File: src/rtl/led_seq_pkg.sv
// Shared types and constants for the LED position/pattern sequencer.
// The pattern-update rule applied on a position wrap is also defined here.
package led_seq_pkg;

    typedef enum logic [1:0] {
        S_IDLE = 2'd0,
        S_RUN  = 2'd1,
        S_HOLD = 2'd2
    } state_t;

    localparam logic [1:0] MODE_CNT  = 2'd0;
    localparam logic [1:0] MODE_ROT  = 2'd1;
    localparam logic [1:0] MODE_INV  = 2'd2;
    localparam logic [1:0] MODE_HOLD = 2'd3;

    localparam logic [2:0] POS_MAX = 3'd7;

    // Pattern produced when pos wraps under the given mode.
    function automatic logic [3:0] wrap_patt(input logic [3:0] patt, input logic [1:0] mode);
        logic [3:0] res;
        res = patt;
        case (mode)
            MODE_CNT:  res = patt + 4'd1;
            MODE_ROT:  res = {patt[2:0], patt[3]};
            MODE_INV:  res = ~patt;
            MODE_HOLD: res = patt;
            default:   res = patt;
        endcase
        return res;
    endfunction

endpackage

File: src/rtl/led_tick_gen.sv
// Freezeable step-rate prescaler: counts 0..DIV-1 while run is high, holds otherwise.
// tick is high for the single cycle the count sits at DIV-1.
module led_tick_gen #(
    parameter int DIV   = 50_000_000,
    parameter int CNT_W = 26
) (
    input  logic clk,
    input  logic rst,
    input  logic clr_cnt,
    input  logic run,
    output logic tick
);

    localparam logic [CNT_W-1:0] CNT_LAST = CNT_W'(DIV - 1);

    logic [CNT_W-1:0] cnt;

    assign tick = (cnt == CNT_LAST);

    // The count can only reach DIV-1 while running, and it always returns
    // to 0 on the following edge, so a tick is never left pending in a freeze.
    always_ff @(posedge clk) begin
        if (rst || clr_cnt) begin
            cnt <= '0;
        end else if (tick) begin
            cnt <= '0;
        end else if (run) begin
            cnt <= cnt + 1'b1;
        end
    end

endmodule

File: src/rtl/led_seq_ctrl.sv
// Sequencer feeding the 16-LED mapper: steps pos through 8 codes and updates
// patt on each wrap, in free-run, hold or manual single-step operation.
module led_seq_ctrl
    import led_seq_pkg::*;
#(
    parameter int         DIV       = 50_000_000,
    parameter int         CNT_W     = 26,
    parameter logic [3:0] PATT_INIT = 4'b0001
) (
    input  logic       clk,
    input  logic       rst,
    input  logic       clr,
    input  logic       start,
    input  logic       en,
    input  logic       step,
    input  logic       dir,
    input  logic [1:0] mode,
    output logic [2:0] pos,
    output logic [3:0] patt,
    output logic       running,
    output logic       wrap
);

    state_t     state;
    state_t     state_nxt;
    logic       start_q;
    logic       step_q;
    logic       start_edge;
    logic       step_edge;
    logic       tick;
    logic       cnt_run;
    logic       clr_cnt;
    logic       adv;
    logic       at_end;
    logic       wrap_nxt;
    logic [2:0] pos_nxt;
    logic [3:0] patt_nxt;

    assign start_edge = start & ~start_q;
    assign step_edge  = step & ~step_q;
    assign running    = (state == S_RUN);

    led_tick_gen #(
        .DIV   (DIV),
        .CNT_W (CNT_W)
    ) u_tick (
        .clk     (clk),
        .rst     (rst),
        .clr_cnt (clr_cnt),
        .run     (cnt_run),
        .tick    (tick)
    );

    always_comb begin
        state_nxt = state;
        adv       = 1'b0;
        cnt_run   = 1'b0;
        // Holding the prescaler at 0 throughout IDLE covers the clear on exit.
        clr_cnt   = clr || (state == S_IDLE);
        case (state)
            S_IDLE: begin
                if (start_edge) begin
                    state_nxt = en ? S_RUN : S_HOLD;
                end
            end
            S_RUN: begin
                cnt_run = en;
                adv     = tick;
                if (!en) begin
                    state_nxt = S_HOLD;
                end
            end
            S_HOLD: begin
                if (en) begin
                    state_nxt = S_RUN;
                end else if (step_edge) begin
                    adv = 1'b1;
                end
            end
            default: begin
                state_nxt = S_IDLE;
            end
        endcase
    end

    always_comb begin
        at_end   = dir ? (pos == 3'd0) : (pos == POS_MAX);
        wrap_nxt = adv && at_end;
        pos_nxt  = pos;
        if (adv) begin
            pos_nxt = dir ? (pos - 3'd1) : (pos + 3'd1);
        end
        patt_nxt = wrap_nxt ? wrap_patt(patt, mode) : patt;
    end

    always_ff @(posedge clk) begin
        if (rst || clr) begin
            state   <= S_IDLE;
            pos     <= 3'd0;
            patt    <= PATT_INIT;
            wrap    <= 1'b0;
            start_q <= 1'b0;
        end else begin
            state   <= state_nxt;
            pos     <= pos_nxt;
            patt    <= patt_nxt;
            wrap    <= wrap_nxt;
            start_q <= start;
        end
    end

    // clr leaves the step history alone so a held button does not re-trigger.
    always_ff @(posedge clk) begin
        if (rst) begin
            step_q <= 1'b0;
        end else begin
            step_q <= step;
        end
    end

endmodule

File: config.mk
export PLATFORM = sky130hd
export DESIGN_NAME = led_seq_ctrl
export DESIGN_NICKNAME = d
export VERILOG_FILES = /design/src/rtl/led_seq_pkg.sv /design/src/rtl/led_tick_gen.sv /design/src/rtl/led_seq_ctrl.sv
export SDC_FILE = /design/constraint.sdc
export NUM_CORES = 1
export LEC_CHECK = 0
export CAP_MARGIN = 20
export CORE_MARGIN = 2
export CORE_UTILIZATION = 40
export DETAILED_ROUTE_END_ITERATION = 7
export PLACE_DENSITY = 0.58
export REMOVE_ABC_BUFFERS = 1
export SLEW_MARGIN = 20
export SYNTH_ARGS = -nofsm -noshare
export SYNTH_HDL_FRONTEND = slang
export SYNTH_SLANG_ARGS = --single-unit
File: constraint.sdc
create_clock -name clk -period 2.2 [get_ports clk]
set_input_delay 0.33 -clock clk [delete_from_list [all_inputs] [get_ports clk]]
set_output_delay 0.33 -clock clk [all_outputs]
set_load 0.05 [all_outputs]
==> tab_implementation.tex <==
\begin{tabular}{lr}
\hline
Metric & Value \\
\hline
\multicolumn{2}{l}{\textbf{Run status}} \\
Status & finished, final reports clean \\
\multicolumn{2}{l}{\textbf{Floorplanning}} \\
Die area & 5800 um\^{}2 \\
Y dimension of the die & 76.2 um \\
Initial Util & 41.1\% \\
Core area & 5070 um\^{}2 \\
Die W & 76.2 um \\
I/O pin total & 18 \\
Number of rows in the core area & 26 \\
\multicolumn{2}{l}{\textbf{Cells and area}} \\
\# nets final & 283 \\
Post-route standard cell area excluding fillers & 2470 um\^{}2 \\
Area growth from synthesis to layout & 18.5\% \\
Antenna diode count & 0 \\
Final instance count without filler cells & 336 \\
Final core area utilization & 48.7\% \\
Share of final-layout standard cells stronger than drive strength 1 & 14.7\% \\
\multicolumn{2}{l}{\textbf{Route}} \\
Wire length after detailed routing & 4130 um \\
Average routed wire per standard cell & 12.3 um \\
Number of design rule violations left after detail routing & 0 \\
Violation count after the first detailed-route iteration & 29 \\
Residual antenna-violating net count after detailed routing & 0 \\
Mean number of vias per cell & 5.05 \\
Number of iterations in the first detailed-routing pass & 5 \\
Via Count & 1,696 \\
\multicolumn{2}{l}{\textbf{Power}} \\
Net Sw Frac & 24.4\% \\
Clock network power share & 37.4\% \\
Sequential fraction of design power & 54.6\% \\
Net switching power & 310 uW \\
Cell area power density & 514 nW/um\^{}2 \\
Combinational cell fraction of total power & 8.0\% \\
Internal power contribution & 961 uW \\
Sum of internal, switching and leakage power & 1.27 mW \\
Cell leakage power & 0.845 nW \\
Worst vdd rail ir drop & 263 uV \\
\multicolumn{2}{l}{\textbf{Clocking}} \\
Skew-Pair Late Insertion Delay & 0.29 ns \\
Maximum level of the CTS H-tree & 2 \\
Buffer depth of the longest clock path & 2 \\
TritonCTS clock tree & built \\
Clock Pin Slew Worst Setup and Hold Paths & 0.08 ns \\
Total clock buffers created by CTS & 5 \\
Total clock sinks & 38 \\
Root buffer cell & sky130\_fd\_sc\_hd\_\_clkbuf\_8 \\
Number of buffers added to fix hold violations after cts & 0 \\
\multicolumn{2}{l}{\textbf{Place}} \\
Post-place instance area & 2370 um\^{}2 \\
HPWL after DPL & 2910 um \\
\# port buffers & 17 \\
Worst-case setup slack after placement & 0.0980 ns \\
Last weighted congestion value of the routability-driven placer & 0.756 \\
Placed Cells & 328 \\
\multicolumn{2}{l}{\textbf{Yosys}} \\
Post-synthesis instance total & 238 \\
Post-Syn Area & 2080 um\^{}2 \\
Parity-gate share of the synthesized area counting xor and xnor cells & 10.1\% \\
Register area share after synthesis & 36.5\% \\
Average footprint of a synthesized cell & 8.76 um\^{}2 \\
Predominant post-synthesis flop cell & sky130\_fd\_sc\_hd\_\_dfxtp\_1 \\
Post-synthesis share of cell area spent on and, or, nand and nor gates & 32.2\% \\
Asr flop ratio synth & 0\% \\
Share of the synthesized area in the top cell type & 36.5\% \\
Post-synthesis share of cell area spent on full adders, half adders and majority gates & 5.76\% \\
Combinational family with the most area after synthesis & simple AND/OR/NAND/NOR gates \\
Yosys top cell by area & sky130\_fd\_sc\_hd\_\_dfxtp\_1 \\
Count of flip-flops with a built-in enable after synthesis & 0 \\
Post-synthesis compound-gate area fraction & 9.84\% \\
Leading cell types by count after synthesis & sky130\_fd\_sc\_hd\_\_dfxtp\_1 (38), sky130\_fd\_sc\_hd\_\_nor2\_1 (29), sky130\_fd\_sc\_hd\_\_xnor2\_1 (17), sky130\_fd\_sc\_hd\_\_nand2\_1 (14), sky130\_fd\_sc\_hd\_\_nor3\_1 (13) \\
Main area contributors after synthesis & sky130\_fd\_sc\_hd\_\_dfxtp\_1 (36\%), sky130\_fd\_sc\_hd\_\_xnor2\_1 (7.1\%), sky130\_fd\_sc\_hd\_\_nor2\_1 (5.2\%) \\
Yosys cell types & 50 \\
Total of flip-flops plus latches after synthesis & 38 \\
Synth warnings & 0 \\
Count leader, synth & sky130\_fd\_sc\_hd\_\_dfxtp\_1 \\
Multiplexer share of the synthesized area & 0.480\% \\
\multicolumn{2}{l}{\textbf{Timing}} \\
Final worst path period share & 87.9\% \\
Setup repair after global routing missed its margin & no \\
Final Hold Slack & 0.519 ns \\
Minimum setup slack in the final design & 0.266 ns \\
Hold violation count in the final report & 0 \\
Max-slew violation count & 0 \\
Number of failing setup endpoints in the final timing report & 0 \\
Sum Neg Setup Slack & 0 ns \\
Worst clock skew & 0.00868 ns \\
Peak Freq & 517 MHz \\
Worst Tran Pin Value & 0.693 ns \\
Worst-case headroom to the max-slew limit & 53.6\% \\
Final Critical Period & 1.93 ns \\
\multicolumn{2}{l}{\textbf{Setup path}} \\
Worst EP required & 2.35 ns \\
Data arrival time of the critical path & 2.09 ns \\
Worst reg2reg startpoint & state[1] \\
Slowest CP cell & sky130\_fd\_sc\_hd\_\_nor4\_4 \\
Critical Path, Cell by Cell & inv\_1 -> ha\_1 -> and4\_4 -> nand4\_4 -> nor4\_4 -> xnor2\_1 -> nor2\_2 \\
Register-to-Register Path Depth & 7 \\
Slowest Stage Delay on Critical Path & 0.36 ns \\
Maximum fanout along the worst path & 12 \\
Last element of the critical path & u\_tick.cnt[25] \\
Source of the critical timing path & state[1] \\
Worst setup SP type & flop \\
Worst setup path class & reg2reg \\
Worst reg-to-reg setup slack & 0.27 ns \\
Reg2Reg Capture Point & u\_tick.cnt[25] \\
Kind of capture point of the worst setup path & flop \\
\multicolumn{2}{l}{\textbf{Global route}} \\
Number of antenna violations at the first check in global routing & 0 \\
Global router's overall resource usage & 15.1\% \\
Via count of the first global-routing pass & 1,623 \\
Overflow left after global routing & 0 \\
Global-route wire length before repair & 7300 um \\
Largest net degree at the start of global routing & 27 \\
\multicolumn{2}{l}{\textbf{Worst hold path}} \\
Class of the worst hold path & reg2reg \\
\multicolumn{2}{l}{\textbf{Run}} \\
Max cap viols & 0 \\
\hline
\end{tabular}
## layer usage
metal / part of all wire [%] / GRT usage (%)
met1: 52 / 20.9
met2: 44 / 23.3
met3: 3.0 / 3.91
met4: 0.44 / 4.36
met5: 0 / 0
## power groups by stage
stage	clock network [mW]	logic, mW	registers, mW
after detailed placement	0	0.101	0.711
after global routing	0.532	0.116	0.695
final	0.475	0.102	0.694
after CTS	0.491	0.102	0.694
after global placement	0	0.102	0.711
after floorplan	0	0.0601	0.711
## critical path: cells and delay by family, from the launching register on
family / cells / cell delay, ns
and+or+nand+nor: 4 / 0.92
DFF: 1 / 0.33
adders and majority gates: 1 / 0.24
xor gates and xnor gates: 1 / 0.16
buffers and inverters: 1 / 0.14
## kinds of logic (layout without fill, tap and decap cells)
logic type | Yosys count | after routing
muxes | 1 | 1
adders and majority gates | 9 | 9
and+or+nand+nor | 112 | 112
xor gates and xnor gates | 24 | 24
AOI/OAI and AO/OA | 33 | 33
buffers and inverters | 21 | 49
DFF | 38 | 38
## worst min path at each step
stage	start	end	slack, ns	cells past startpoint
2_1_floorplan	rst	step_q	0.40	1
3_3_place_gp	u_tick.cnt[6]	u_tick.cnt[6]	0.49	2
4_1_cts	u_tick.cnt[9]	u_tick.cnt[9]	0.52	2
3_5_place_dp	u_tick.cnt[6]	u_tick.cnt[6]	0.51	2
5_1_grt	u_tick.cnt[11]	u_tick.cnt[11]	0.55	2
6_report	state[1]	state[1]	0.52	2
## sequential cells by signal (all words and copies together) (netlist names)
signal / count
u_tick.cnt: 26
step_q: 1
pos: 3
start_q: 1
patt: 4
state: 2
wrap: 1
## repair_timing
| action | in CTS | in global routing |
|---|---|---|
| buffers inserted | 0 | 0 |
| resized for setup | 0 | 1 |
| endpoints found under the setup margin | 0 | 1 |
## placed cells by master (no fill, tap or decap), types with 4 or more instances in the layout
cell type / count
sky130_fd_sc_hd__a21oi_1: 11
sky130_fd_sc_hd__and2_1: 4
sky130_fd_sc_hd__and3_1: 5
sky130_fd_sc_hd__buf_4: 13
sky130_fd_sc_hd__clkbuf_8: 5
sky130_fd_sc_hd__clkdlybuf4s50_1: 16
sky130_fd_sc_hd__dfxtp_1: 38
sky130_fd_sc_hd__ha_1: 8
sky130_fd_sc_hd__inv_1: 11
sky130_fd_sc_hd__nand2_1: 14
sky130_fd_sc_hd__nand3_1: 10
sky130_fd_sc_hd__nand4_1: 5
sky130_fd_sc_hd__nor2_1: 29
sky130_fd_sc_hd__nor2b_1: 5
sky130_fd_sc_hd__nor3_1: 13
sky130_fd_sc_hd__o21ai_0: 9
sky130_fd_sc_hd__xnor2_1: 17
sky130_fd_sc_hd__xor2_1: 7
## cell type report
class                           instances  area (um^2)
Timing Repair Buffer                   30          270
Tap cell                               70         87.6
Inverter                               11         41.3
Sequential cell                        38          761
Clock buffer                            6         72.6
Fill cell                             513         2600
Clock inverter                          2         13.8
Multi-Input combinational cell        179         1220
Power figures use the tool's default switching activity.
